File: src/rtl/echo_cm_display.sv
`default_nettype none
// ============================================================================
// Module      : echo_cm_display
// Description : Converts an ultrasonic echo high-time (in CLOCK_50 cycles)
//               into whole centimetres by repeated subtraction, then into
//               3-digit BCD by iterative double-dabble. Drives three
//               active-low 7-segment displays with leading-zero blanking and
//               a dash pattern for out-of-range results.
// Revision    : 1.0 - initial release
// ============================================================================
module echo_cm_display #(
    parameter int COUNT_W       = 21,
    parameter int CYCLES_PER_CM = 2900,
    parameter int MAX_CM        = 400
) (
    input  logic               CLOCK_50,
    input  logic               reset,
    input  logic [COUNT_W-1:0] echo_count,
    input  logic               echo_valid,
    output logic               echo_ready,
    output logic [8:0]         cm,
    output logic [11:0]        bcd,
    output logic               overrange,
    output logic               out_valid,
    output logic [6:0]         HEX0,
    output logic [6:0]         HEX1,
    output logic [6:0]         HEX2
);

    localparam logic [COUNT_W-1:0] CPC       = COUNT_W'(CYCLES_PER_CM);
    localparam logic [8:0]         MAX_Q     = 9'(MAX_CM);
    localparam logic [3:0]         ITERS     = 4'd9;
    localparam logic [6:0]         SEG_BLANK = 7'h7F;
    localparam logic [6:0]         SEG_DASH  = 7'b0111111;
    localparam logic [6:0]         SEG_ZERO  = 7'b1000000;

    typedef enum logic [1:0] {
        IDLE    = 2'd0,
        DIVIDE  = 2'd1,
        CONVERT = 2'd2,
        DONE    = 2'd3
    } state_t;

    state_t             state_q;
    logic [COUNT_W-1:0] rem_q;
    logic [8:0]         quo_q;
    logic [20:0]        sh_q;        // {hundreds, tens, ones, binary}
    logic [20:0]        sh_adj;
    logic [20:0]        sh_d;
    logic [3:0]         iter_q;
    logic [8:0]         val_q;       // saturated binary value being converted
    logic               ovr_q;
    logic [8:0]         cm_q;
    logic [11:0]        bcd_q;
    logic               overrange_q;
    logic               out_valid_q;
    logic [6:0]         hex0_q, hex1_q, hex2_q;
    logic [6:0]         hex0_d, hex1_d, hex2_d;
    logic [3:0]         hund, tens, ones;

    // Double-dabble correction: a digit of 5 or more becomes >= 8 after +3,
    // so the following shift carries correctly into the next decade.
    function automatic logic [3:0] add3(input logic [3:0] d);
        return (d >= 4'd5) ? d + 4'd3 : d;
    endfunction

    // Active-low {g,f,e,d,c,b,a} patterns for decimal digits.
    function automatic logic [6:0] seg7(input logic [3:0] d);
        case (d)
            4'd0:    return 7'b1000000;
            4'd1:    return 7'b1111001;
            4'd2:    return 7'b0100100;
            4'd3:    return 7'b0110000;
            4'd4:    return 7'b0011001;
            4'd5:    return 7'b0010010;
            4'd6:    return 7'b0000010;
            4'd7:    return 7'b1111000;
            4'd8:    return 7'b0000000;
            4'd9:    return 7'b0010000;
            default: return SEG_BLANK;
        endcase
    endfunction

    assign hund = sh_q[20:17];
    assign tens = sh_q[16:13];
    assign ones = sh_q[12:9];

    // One double-dabble step: correct each BCD digit, then shift left by one.
    always_comb begin
        sh_adj = {add3(hund), add3(tens), add3(ones), sh_q[8:0]};
        sh_d   = 21'({sh_adj, 1'b0});
    end

    // Display patterns for the finished conversion, with leading-zero blanking.
    always_comb begin
        hex2_d = (hund == 4'd0) ? SEG_BLANK : seg7(hund);
        hex1_d = (hund == 4'd0 && tens == 4'd0) ? SEG_BLANK : seg7(tens);
        hex0_d = seg7(ones);
        if (ovr_q) begin
            hex2_d = SEG_DASH;
            hex1_d = SEG_DASH;
            hex0_d = SEG_DASH;
        end
    end

    // Control FSM with divide/convert datapath and registered result outputs.
    always_ff @(posedge CLOCK_50) begin
        if (reset) begin
            state_q     <= IDLE;
            rem_q       <= '0;
            quo_q       <= '0;
            sh_q        <= '0;
            iter_q      <= '0;
            val_q       <= '0;
            ovr_q       <= 1'b0;
            cm_q        <= '0;
            bcd_q       <= '0;
            overrange_q <= 1'b0;
            out_valid_q <= 1'b0;
            hex0_q      <= SEG_ZERO;
            hex1_q      <= SEG_BLANK;
            hex2_q      <= SEG_BLANK;
        end else begin
            out_valid_q <= 1'b0;
            case (state_q)
                IDLE: begin
                    if (echo_valid) begin
                        rem_q   <= echo_count;
                        quo_q   <= '0;
                        state_q <= DIVIDE;
                    end
                end
                DIVIDE: begin
                    // quo may pass MAX_CM by exactly one to flag overrange.
                    if (rem_q >= CPC && quo_q <= MAX_Q) begin
                        rem_q <= rem_q - CPC;
                        quo_q <= quo_q + 9'd1;
                    end else begin
                        val_q   <= (quo_q > MAX_Q) ? MAX_Q : quo_q;
                        sh_q    <= {12'd0, ((quo_q > MAX_Q) ? MAX_Q : quo_q)};
                        ovr_q   <= (quo_q > MAX_Q);
                        iter_q  <= '0;
                        state_q <= CONVERT;
                    end
                end
                CONVERT: begin
                    if (iter_q != ITERS) begin
                        sh_q   <= sh_d;
                        iter_q <= iter_q + 4'd1;
                    end else begin
                        cm_q        <= val_q;
                        bcd_q       <= sh_q[20:9];
                        overrange_q <= ovr_q;
                        hex0_q      <= hex0_d;
                        hex1_q      <= hex1_d;
                        hex2_q      <= hex2_d;
                        out_valid_q <= 1'b1;
                        state_q     <= DONE;
                    end
                end
                DONE: begin
                    state_q <= IDLE;
                end
                default: begin
                    state_q <= IDLE;
                end
            endcase
        end
    end

    assign echo_ready = (state_q == IDLE) && !reset;
    assign cm         = cm_q;
    assign bcd        = bcd_q;
    assign overrange  = overrange_q;
    assign out_valid  = out_valid_q;
    assign HEX0       = hex0_q;
    assign HEX1       = hex1_q;
    assign HEX2       = hex2_q;

endmodule
`default_nettype wire

File: config.mk
export PLATFORM = sky130hd
export DESIGN_NAME = echo_cm_display
export DESIGN_NICKNAME = d
export VERILOG_FILES = /design/src/rtl/echo_cm_display.sv
export SDC_FILE = /design/constraint.sdc
export NUM_CORES = 1
export LEC_CHECK = 0
export ABC_AREA = 1
export BUFFER_PORTS_ARGS = -buffer_cell sky130_fd_sc_hd__buf_2
export CAP_MARGIN = 15
export CORE_MARGIN = 8
export CORE_UTILIZATION = 53
export DETAILED_ROUTE_END_ITERATION = 8
export GPL_ROUTABILITY_DRIVEN = 0
export PLACE_DENSITY = 0.74
export RECOVER_POWER = 25
export SLEW_MARGIN = 0
export SYNTH_ARGS = -nofsm -noshare
export SYNTH_HDL_FRONTEND = slang
export SYNTH_SLANG_ARGS = --single-unit
File: constraint.sdc
create_clock -name CLOCK_50 -period 2.5 [get_ports CLOCK_50]
set_clock_uncertainty 0.2 [all_clocks]
set_input_delay 0.375 -clock CLOCK_50 [delete_from_list [all_inputs] [get_ports CLOCK_50]]
set_output_delay 0.375 -clock CLOCK_50 [all_outputs]
set_load 0.02 [all_outputs]
Yosys cells after proc, flatten, opt, wreduce, memory -nomap -nowiden
Memories as Yosys holds them, arrays and structs flattened. A register that Yosys moved wholly into a read port is not among the register bits.
Cells that the tools add are included.
W data, S select, Z words.
{"block": "word_totals", "reg_bits": 111, "romBits": 336, "word_cells": 88, "n_memories": 3}
{"block": "op_classes", "n_addsub": 6, "order_cmp": 6, "eq_ne": 9, "mux": 32, "bitwise_logic": 3, "n_reduce_logical": 15}
{"memory": "(no name shown)", "depth": 16, "word_bits": 7, "read_ports": 1, "rd_clocked_by_memory_dff": 1, "write_ports": 0, "line_no": "69", "source": "case (d)"}
{"memory": "(no name shown)", "depth": 16, "word_bits": 7, "read_ports": 1, "rd_clocked_by_memory_dff": 1, "write_ports": 0, "line_no": "69"}
{"memory": "(no name shown)", "depth": 16, "word_bits": 7, "read_ports": 1, "rd_clocked_by_memory_dff": 1, "write_ports": 0, "line_no": "69"}
{"cell": "$mux W21", "n": 4}
{"cell": "$pmux W21 S2", "n": 2}
{"cell": "$mux W4", "n": 10}
{"cell": "$mux W7", "n": 5}
{"cell": "$mux W9", "n": 3}
{"cell": "$ge A21 B12 Y1 const B", "n": 1}
{"cell": "$sub A21 B12 Y21 const B", "n": 1}
{"cell": "$pmux W9 S2", "n": 1}
{"cell": "$ge A4 B3 Y1 const B", "n": 3}
{"cell": "$ne A2 B2 Y1 const B", "n": 5}
{"cell": "$add A9 B1 Y9 const B", "n": 1}
{"cell": "$gt A9 B9 Y1 const B", "n": 1}
{"cell": "$le A9 B9 Y1 const B", "n": 1}
{"cell": "$reduce_and A3 Y1", "n": 3}
{"cell": "$add A4 B2 Y4 const B", "n": 2}
{"cell": "$logic_not A4 Y1", "n": 2}
{"cell": "$pmux W2 S4", "n": 1}
{"cell": "$pmux W4 S2", "n": 1}
{"cell": "$mux W2", "n": 3}
{"cell": "$add A4 B1 Y4 const B", "n": 1}
{"cell": "$eq A2 B2 Y1 const B", "n": 2}
{"cell": "$ne A4 B4 Y1 const B", "n": 1}
{"cell": "$reduce_and A2 Y1", "n": 2}
{"cell": "$reduce_bool A2 Y1", "n": 2}
{"cell": "9 further kinds", "n": 13}

Depth between registers and ports, before layout
Gate-level depths: netlist (run 1).
{"block": "depth", "word_depth": 6, "mapped_depth": 18}

Worst setup path before layout (run 1)
Ideal clock, no wire load.
{"block": "synth_timing", "path_kind": "reg2reg", "startpoint": "reg state_q[0]", "endpoint": "reg with a tool-made name", "arrival_ps": 2134, "required_time_ps": 2186, "setup_slack_ps": 52, "path_stages_with_launch": 18, "n_path_buf": 2, "path_cell_list": "dfxtp_1 inv_1 ha_1 buf_2 inv_2 nor2_2 inv_2 o21ai_2 inv_2 buf_2 nand3_1 nand2_1 nor2_1 ha_1 inv_1 nand4_1 nand3_1 nand2_1"}
{"item": "start, declared", "line_no": "44", "source": "state_t state_q;"}
{"item": "start signal, assigned", "line_no": "109", "source": "state_q <= IDLE;"}
{"item": "start signal, assigned", "line_no": "130", "source": "state_q <= DIVIDE;"}
{"item": "start signal, assigned", "line_no": "143", "source": "state_q <= CONVERT;"}

==> results of run 1 <==
-- power by group --
group / switching [mW] / total, mW / internal, mW
Sequential: 0.379 / 3.06 / 2.68
Clock: 0.951 / 2.34 / 1.39
Combinational: 4.16 / 6.56 / 2.40
Total: 5.49 / 12.0 / 6.47
-- what timing repair did --
item / 4_1_cts / 5_1_grt
pin swaps: 3 / 42
gates cloned: 1 / 1
endpoints found under the setup margin: 3 / 56
hold endpoints to repair: 0 / 1
setup buffers: 3 / 19
gates resized for setup: 4 / 134
hold buffers: 0 / 1
-- worst max-delay path, cell delays in order, from the launching register on --
cell and delay, ns:
dfxtp_2 0.33, inv_2 0.07, ha_4 0.13, nand3_2 0.08, nor3_2 0.17, nand3_1 0.13
nand3_4 0.13, nand3_4 0.09, buf_12 0.16, nand3_4 0.11, nand2_4 0.07, nor2_4 0.15
ha_1 0.24, inv_1 0.06, nand4_1 0.13, nand3_1 0.11, nand2_1 0.05
-- layout by cell type, fill, tap and decap left out, drive strengths merged --
cell | Yosys | routed
clkinv | 1 | 9
ha | 32 | 32
o21ai | 88 | 88
inv | 96 | 95
o22ai | 6 | 6
a31o | 1 | 1
a21oi | 65 | 65
o32ai | 1 | 1
a221o | 1 | 1
o2111ai | 1 | 1
o31a | 1 | 1
or2 | 3 | 3
nand4 | 19 | 19
and2 | 1 | 1
clkinvlp | 0 | 5
bufinv | 0 | 1
o221a | 6 | 6
xor2 | 5 | 5
clkbuf | 21 | 58
o211a | 1 | 1
nand3 | 80 | 81
nor3b | 2 | 2
nor4 | 1 | 1
dlygate4sd3 | 0 | 1
a21boi | 1 | 1
o21bai | 1 | 1
nor2 | 85 | 85
buf | 22 | 89
dfxtp | 132 | 132
o211ai | 2 | 2
nor3 | 9 | 9
nand2 | 193 | 193
a31oi | 18 | 18
-- per-layer routing --
layer	vias up	share of wire, %	GRT usage (%)
li1	3198	-	-
met1	2975	42	23.0
met2	195	50	35.8
met3	48	5.1	5.70
met4	0	2.9	7.42
met5	-	0	0
-- worst min-delay path by stage --
stage,end,cells past startpoint
floorplan,HEX1[6],2
global placement,HEX1[1],2
detailed placement,HEX1[1],2
CTS,rem_q[7],3
global route,rem_q[9],3
finish,rem_q[6],3
-- cells by family (layout without fill, tap and decap cells) --
logic type	Yosys count	count (layout)
AND/OR/NAND/NOR	393	394
AO/OA/AOI/OAI	193	193
buffers and inverters	140	258
flip-flops	132	132
adder cells (fa/ha/maj)	32	32
XOR/XNOR	5	5
-- area by class of cell --
cell class / instances / share of cell area (%)
clock buffer: 20 / 5.31
clock inverter: 12 / 1.29
inverter: 97 / 4.57
multi-input combinational: 624 / 45.1
sequential: 132 / 31.7
tap: 168 / 2.50
timing repair buffer: 128 / 9.43
timing repair inverter: 1 / 0.0595
-- metrics by stage --
stage / hold slack (ns) / setup slack [ns]
2_1_floorplan: 0.224 / 0.0521
3_3_place_gp: 0.233 / 0.0290
3_5_place_dp: 0.238 / -0.0360
4_1_cts: 0.00184 / 0.00389
5_1_grt: 0.00451 / -0.192
6_report: 0.00433 / -0.0426
==> flow_summary.json, run 1 <==
{
  "result_of_the_run": "complete, but fails checks",
  "failing_checks": "setup timing",
  "cts.reportedPaths.clkPinSlew_ns": 0.06,
  "critical_path.endpoint_type": "register",
  "complex_gate_fraction_of_the_synthesized_area_pct": 16.5,
  "vdd_drop_max_uv": 1070,
  "final_layout_size_suffix_gt1_share_pct": 25.3,
  "antenna_diodes": 0,
  "worstPathMaxFanout": 7,
  "post-route-worst-setup-slack_ns": -0.0426,
  "synthAdderAreaFrac_pct": 6.10,
  "vias": 6416,
  "antenna_found_initial": 0,
  "yosysUniqueCellTypes": 44,
  "p_total_mw": 12.0,
  "routedWlPerCell_um": 15.2,
  "sinks_on_clock_net": 132,
  "startpoint": "rem_q[3]",
  "minimum_clock_period_ns": 2.54,
  "critPathLaunchType": "register",
  "effective_utilization_at_floorplan_pct": 54.4,
  "gr-total-overflow": 0,
  "ys_seq_elements": 132,
  "number_of_vias_per_cell": 5.43,
  "area_growth_syn_to_layout_pct": 28.1,
  "die-width_um": 127,
  "placed_cells": 1125,
  "synth_top_area_share_pct": 40.3,
  "final_area_sq_mm": 0.00841,
  "stdcell_count": 1182,
  "postSynthAreaPerCell_sq_um": 7.33,
  "synth_top_family_by_area": "simple AND/OR/NAND/NOR gates",
  "r2r.worst_path.cells": 16,
  "postRouteAntennaNets": 0,
  "cts-root-to-sink-buffers": 2,
  "syn-cell-area_sq_mm": 0.00656,
  "yosysWarningCount": 0,
  "reg2reg_setup_slack_ns": -0.04,
  "drt_first_pass_iters": 6,
  "achievable-frequency_ghz": 0.393,
  "kind_of_critical_path": "register to register",
  "synth_seq_area_share_pct": 40.3,
  "power.static_leakage_nw": 3.69,
  "timing.critical_path.arrival_ns": 2.67,
  "setup_violations": 6,
  "relSlewSlack_pct": 56.7,
  "boundaryPins": 69,
  "placedInstanceArea_sq_mm": 0.00718,
  "chipHeight_um": 127,
  "cts_tree": "yes",
  "synthArstFlopShare_pct": 0,
  "synth_top_cells_by_area": "dfxtp_1 (40%), nand2_1 (10%), o21ai_0 (6.6%)",
  "rr_startpoint": "rem_q[3]",
  "die_area_sq_mm": 0.0162,
  "global_route.usage.total_pct": 20.4,
  "wirelength_um": 18000,
  "finalMaxSlewViolations": 0,
  "top_post_synthesis_cells_by_count": "nand2_1 (182), dfxtp_1 (132), o21ai_0 (86)",
  "detail_route.iter0.violations": 526,
  "final_core_util_pct": 69.7,
  "synth.area.mux_share_pct": 0,
  "nets": 1057,
  "insertion_delay_ns": 0.43,
  "synth-edff-count": 0,
  "worst_pin_slew_ns": 0.647,
  "ctsRootBufferMaster": "clkbuf_16",
  "yosys_most_used_dff": "dfxtp_1",
  "wire_length_of_the_first_global_routing_pass_um": 27100,
  "cts_inserted_buffers": 17,
  "synthesis.instances": 895,
  "multi_input_area_sq_mm": 0.00380,
  "detailedPlacementHpwl_um": 11000,
  "yosys.area_share.simple_pct": 27.4,
  "critical_path_required_ns": 2.62,
  "synthXorXnorAreaFrac_pct": 0.667,
  "core_area_sq_mm": 0.0121,
  "synth_most_common_cell": "nand2_1",
  "first_global_vias": 5882,
  "drc_errors": 0,
  "setup_repair_after_global_routing_missed_its_margin": "true",
  "grt_max_degree": 83,
  "power_density_mw_per_mm2": 1420,
  "drv_cap": 0,
  "final-hold-violation-count": 0,
  "register_area_sq_mm": 0.00266,
  "worst_hold_startpoint": "echo_count[6]",
  "rows": 40,
  "num-fill-cells": 954,
  "worstHoldPathType": "primary input to register",
  "numPortBuffers": 68,
  "yosys_top_cell_by_area": "dfxtp_1",
  "timing.setup.tns_ns": -0.154,
  "syn-num-nets": 951,
  "finalCritPeriodShare_pct": 102,
  "h_tree_depth": 4
}
Note: power is estimated with default switching activity, not from simulation.
==> run 2, diff against run 1 <==
--- a/config.mk
+++ b/config.mk
@@ -16,3 +16,3 @@
 export RECOVER_POWER = 25
-export SLEW_MARGIN = 0
+export SLEW_MARGIN = 20
 export SYNTH_ARGS = -nofsm -noshare
==> constraint.sdc (replaced) <==
create_clock -name CLOCK_50 -period 2.5 [get_ports CLOCK_50]
set_clock_uncertainty 0.2 [all_clocks]
set_input_delay 0 -clock CLOCK_50 [delete_from_list [all_inputs] [get_ports CLOCK_50]]
set_output_delay 0 -clock CLOCK_50 [all_outputs]
set_load 0.005 [all_outputs]
==> run 2 against run 1 <==
The run still ends with setup timing left. Combinational power down 9.5%. Cell count up 1.3%. Flip-flop and latch count is the same. Critical path type unchanged. Largest power group unchanged.
==> flow_summary.json, run 2 (synthesis results as in run 1) <==
{
  "worst_pin_slew_ns": 0.694,
  "minimum_clock_period_ns": 2.63,
  "gr-total-overflow": 0,
  "reg2reg_setup_slack_ns": -0.13,
  "finalCritPeriodShare_pct": 105,
  "power_density_mw_per_mm2": 1360,
  "register_area_sq_mm": 0.00266,
  "result_of_the_run": "complete, but fails checks",
  "drv_cap": 0,
  "vdd_drop_max_uv": 852,
  "relSlewSlack_pct": 53.6,
  "finalMaxSlewViolations": 0,
  "core_area_sq_mm": 0.0121,
  "wire_length_of_the_first_global_routing_pass_um": 27300,
  "area_growth_syn_to_layout_pct": 27.5,
  "timing.critical_path.arrival_ns": 2.74,
  "cts.reportedPaths.clkPinSlew_ns": 0.06,
  "critical_path.endpoint_type": "register",
  "final_core_util_pct": 69.4,
  "critical_path_required_ns": 2.61,
  "hold_slack_ns": 0.190,
  "final_layout_size_suffix_gt1_share_pct": 22.1,
  "cts-root-to-sink-buffers": 2,
  "effective_utilization_at_floorplan_pct": 54.4,
  "placedInstanceArea_sq_mm": 0.00718,
  "num-fill-cells": 1003,
  "nets": 1072,
  "power.static_leakage_nw": 3.76,
  "postRouteAntennaNets": 0,
  "antenna_found_initial": 0,
  "chipHeight_um": 127,
  "mostFrequentLayoutCell": "nand2_1",
  "drc_errors": 0,
  "failing_checks": "setup timing",
  "antenna_diodes": 0,
  "boundaryPins": 69,
  "critPathLaunchType": "register",
  "vias": 6341,
  "die_area_sq_mm": 0.0162,
  "detail_route.iter0.violations": 503,
  "achievable-frequency_ghz": 0.380,
  "setup_repair_after_global_routing_missed_its_margin": "true",
  "p_total_mw": 11.4,
  "final-hold-violation-count": 0,
  "cts_tree": "yes",
  "met2_wire_length_um": 8620,
  "mostFrequentLayoutCells": "nand2_1 (175), dfxtp_1 (121), o21ai_0 (83)",
  "numPortBuffers": 68,
  "post-route-worst-setup-slack_ns": -0.135,
  "routed.top_layer": "met4",
  "met3_wirelength_um": 984,
  "wirelength_um": 17300,
  "routedLengthMet1_um": 7280,
  "rows": 40,
  "setup_violations": 7,
  "worstHoldPathType": "primary input to register",
  "insertion_delay_ns": 0.42,
  "final_area_sq_mm": 0.00837,
  "h_tree_depth": 4,
  "worstPathMaxFanout": 4,
  "first_global_vias": 5791,
  "drt_first_pass_iters": 5,
  "cts_inserted_buffers": 17,
  "routedWlPerCell_um": 14.4,
  "timing.setup.tns_ns": -0.297,
  "kind_of_critical_path": "register to register",
  "detailedPlacementHpwl_um": 11100,
  "sinks_on_clock_net": 132,
  "ctsRootBufferMaster": "clkbuf_16",
  "grt_max_degree": 47,
  "number_of_vias_per_cell": 5.30,
  "global_route.usage.total_pct": 20.7,
  "multi_input_area_sq_mm": 0.00361,
  "die-width_um": 127
}
run 2: through the flow:
stage	std cells	worst slack, ns
floorplan	895	0.0521
CTS	1183	0.00929
global route	1197	-0.248
global placement	1127	0.0116
finish	1197	-0.135
detailed placement	1127	-0.0139
run 2: worst max-delay path: stages (launching register included):
cell and delay, ns:
dfxtp_1 0.34, inv_1 0.16, ha_1 0.22, nor2_1 0.06, inv_1 0.10, nand3_1 0.15, nand2_1 0.10, nand3_1 0.13
nand3_4 0.13, nand2_1 0.12, nor2_4 0.17, ha_1 0.26, inv_1 0.08, nand4_1 0.13, nand3_1 0.12, nand2_1 0.05
run 2: layout make-up:
cell class	count	share of cell area, %
well taps	168	2.51
clock inverters	12	1.59
clock buffers	20	5.34
multi-input cells	624	43.1
inverters	97	4.44
repair buffers	144	11.2
flip-flops and latches	132	31.7
run 2: routing by layer:
| metal | GRT usage (%) | up-vias |
|---|---|---|
| met4 | 8.26 | 0 |
| met3 | 5.20 | 34 |
| met5 | 0 | - |
| met2 | 36.1 | 207 |
| li1 | - | 3222 |
| met1 | 23.7 | 2878 |
run 2: what timing repair did:
action	4_1_cts	5_1_grt
gates cloned	1	0
hold buffers	23	0
pin swaps	1	14
endpoints found under the setup margin	3	37
buffers inserted	0	14
endpoints found under the hold margin	54	0
resized for setup	1	83
run 2: final timing paths:
kind,startpoint,end,cells past startpoint
worst max register to register,sh_q[18],register,15
worst max-delay path,sh_q[18],register,15
worst min register to register,rem_q[1],rem_q[1],2
worst min-delay path,echo_count[9],rem_q[9],4
run 2: report_power, final:
part | switching [mW] | leakage [nW] | internal (mW) | total (mW)
combinational | 3.80 | 2.41 | 2.14 | 5.94
clock | 0.938 | 0.276 | 1.49 | 2.43
sequential | 0.347 | 1.08 | 2.67 | 3.02
total | 5.09 | 3.76 | 6.30 | 11.4
==> run 3, diff against run 2 <==
Settings changed: REMOVE_ABC_BUFFERS set to 1.
==> run 3 against run 2 <==
The flow still finishes with violations (setup timing). Clock-buffer cell count up 1. Die area unchanged. Clock power up 19%. Maximum frequency up 4.6%. Cell count up 0.84%. First-iteration DRC count up 0.80%. Sequential power about the same. Critical path type unchanged. Largest cell class unchanged.
==> flow_summary.json, run 3 (synthesis results as in run 1) <==
{
  "num-fill-cells": 929,
  "finalMaxSlewViolations": 0,
  "final-hold-violation-count": 0,
  "timing.critical_path.arrival_ns": 2.63,
  "number_of_vias_per_cell": 5.37,
  "area_growth_syn_to_layout_pct": 33.0,
  "r2r.worst_path.cells": 15,
  "relSlewSlack_pct": 58.0,
  "worstHoldPathType": "primary input to register",
  "drv_cap": 0,
  "power.static_leakage_nw": 3.89,
  "core_area_sq_mm": 0.0121,
  "minimum_clock_period_ns": 2.52,
  "setup_repair_after_global_routing_missed_its_margin": "true",
  "kind_of_critical_path": "register to register",
  "detailedPlacementHpwl_um": 11000,
  "failing_checks": "setup timing",
  "boundaryPins": 69,
  "mostFrequentLayoutCells": "nand2_1 (171), dfxtp_1 (123), o21ai_0 (79)",
  "chipHeight_um": 127,
  "antenna_found_initial": 0,
  "post-route-worst-setup-slack_ns": -0.0179,
  "first_global_vias": 6017,
  "ctsRootBufferMaster": "clkbuf_16",
  "placed_cells": 1131,
  "gr-total-overflow": 0,
  "achievable-frequency_ghz": 0.397,
  "critical_path_required_ns": 2.61,
  "wire_length_of_the_first_global_routing_pass_um": 28100,
  "p_total_mw": 12.3,
  "global_route.usage.total_pct": 21.0,
  "stdcell_count": 1207,
  "final_layout_size_suffix_gt1_share_pct": 24.7,
  "wirelength_um": 17900,
  "mostFrequentLayoutCell": "nand2_1",
  "critical_path.endpoint_type": "register",
  "sinks_on_clock_net": 132,
  "die_area_sq_mm": 0.0162,
  "cts_tree": "yes",
  "power_density_mw_per_mm2": 1410,
  "nets": 1082,
  "postRouteAntennaNets": 0,
  "insertion_delay_ns": 0.43,
  "vdd_drop_max_uv": 784,
  "vias": 6480,
  "worst_pin_slew_ns": 0.629,
  "cts-root-to-sink-buffers": 2,
  "die-width_um": 127,
  "finalCritPeriodShare_pct": 101,
  "rows": 40,
  "h_tree_depth": 4,
  "grt_max_degree": 47,
  "final_core_util_pct": 72.4,
  "drc_errors": 0,
  "numPortBuffers": 68,
  "setup_violations": 4,
  "hold_slack_ns": 0.180,
  "routedWlPerCell_um": 14.8,
  "drt_first_pass_iters": 6,
  "cts_inserted_buffers": 17,
  "worst_hold_path.num_cells": 4,
  "critPathLaunchType": "register",
  "worstPathMaxFanout": 7,
  "effective_utilization_at_floorplan_pct": 54.4,
  "detail_route.iter0.violations": 507,
  "antenna_diodes": 0,
  "cts.reportedPaths.clkPinSlew_ns": 0.06,
  "result_of_the_run": "complete, but fails checks"
}
[run 3: cell types whose count changed in the layout (fill, tap and decap cells not counted), sizes merged]
| cell | before | now |
|---|---|---|
| buf | 88 | 101 |
| bufinv | 2 | 6 |
| clkbuf | 53 | 49 |
| clkinv | 8 | 3 |
| dlygate4sd3 | 23 | 25 |
[run 3: report_power, final]
| group | total [mW] | internal, mW | leakage (nW) | switching, mW |
|---|---|---|---|---|
| Combinational | 6.41 | 2.41 | 2.48 | 4.00 |
| Sequential | 3.04 | 2.67 | 1.08 | 0.365 |
| Clock | 2.88 | 1.96 | 0.330 | 0.927 |
[run 3: repair_timing]
item	4_1_cts	5_1_grt
hold buffers	25	0
pin swaps	1	30
endpoints found under the hold margin	56	0
cloned	1	0
gates resized for setup	12	106
setup endpoints to repair	12	38
setup buffers	2	16
[run 3: worst max-delay path, stage by stage (launching register included)]
cell     delay (ns)
dfxtp_2        0.33
inv_2          0.07
ha_4           0.12
nand3_2        0.07
nor3_2         0.18
nand3_1        0.14
nand3_4        0.14
nand3_4        0.20
nand3_4        0.18
nand2_4        0.07
nor2_4         0.19
ha_4           0.22
inv_2          0.04
nand4_1        0.10
nand3_1        0.11
nand2_1        0.05
[run 3: final cells by class]
type / count / area, sq um / share of cell area [%]
Clock buffer: 21 / 470 / 5.39
Clock inverter: 11 / 221 / 2.54
Inverter: 97 / 375 / 4.30
Multi-Input combinational cell: 624 / 3740 / 42.8
Sequential cell: 132 / 2660 / 30.4
Tap cell: 168 / 210 / 2.41
Timing Repair Buffer: 154 / 1050 / 12.1
[run 3: final timing paths]
check                      start        end  slack, ns
setup / recovery        rem_q[3]   register      -0.02
hold / removal    echo_count[10]  rem_q[10]       0.18
setup reg to reg        rem_q[3]   register      -0.02
hold reg to reg         register    HEX1[3]       0.26
[run 3: per-layer routing]
layer  routed length [um]  part of all wire [%]  GRT usage [%]  vias up
met5                    0                     0              0        -
met2                 8520                    48           33.8      213
li1                     -                     -              -     3239
met1                 8030                    45           26.7     2994
met4                  342                   1.9           6.93        0
met3                 1020                   5.7           5.78       34
[run 3: through the flow]
step,cell area [sq um],TNS (ns),setup WS (ns)
finish,8730,-0.0528,-0.0179
global route,8730,-2.97,-0.177
CTS,8240,0,0.00450
detailed placement,7210,-0.155,-0.0888
global placement,7210,0,0.0213
floorplan,6330,-63.60,-1.41
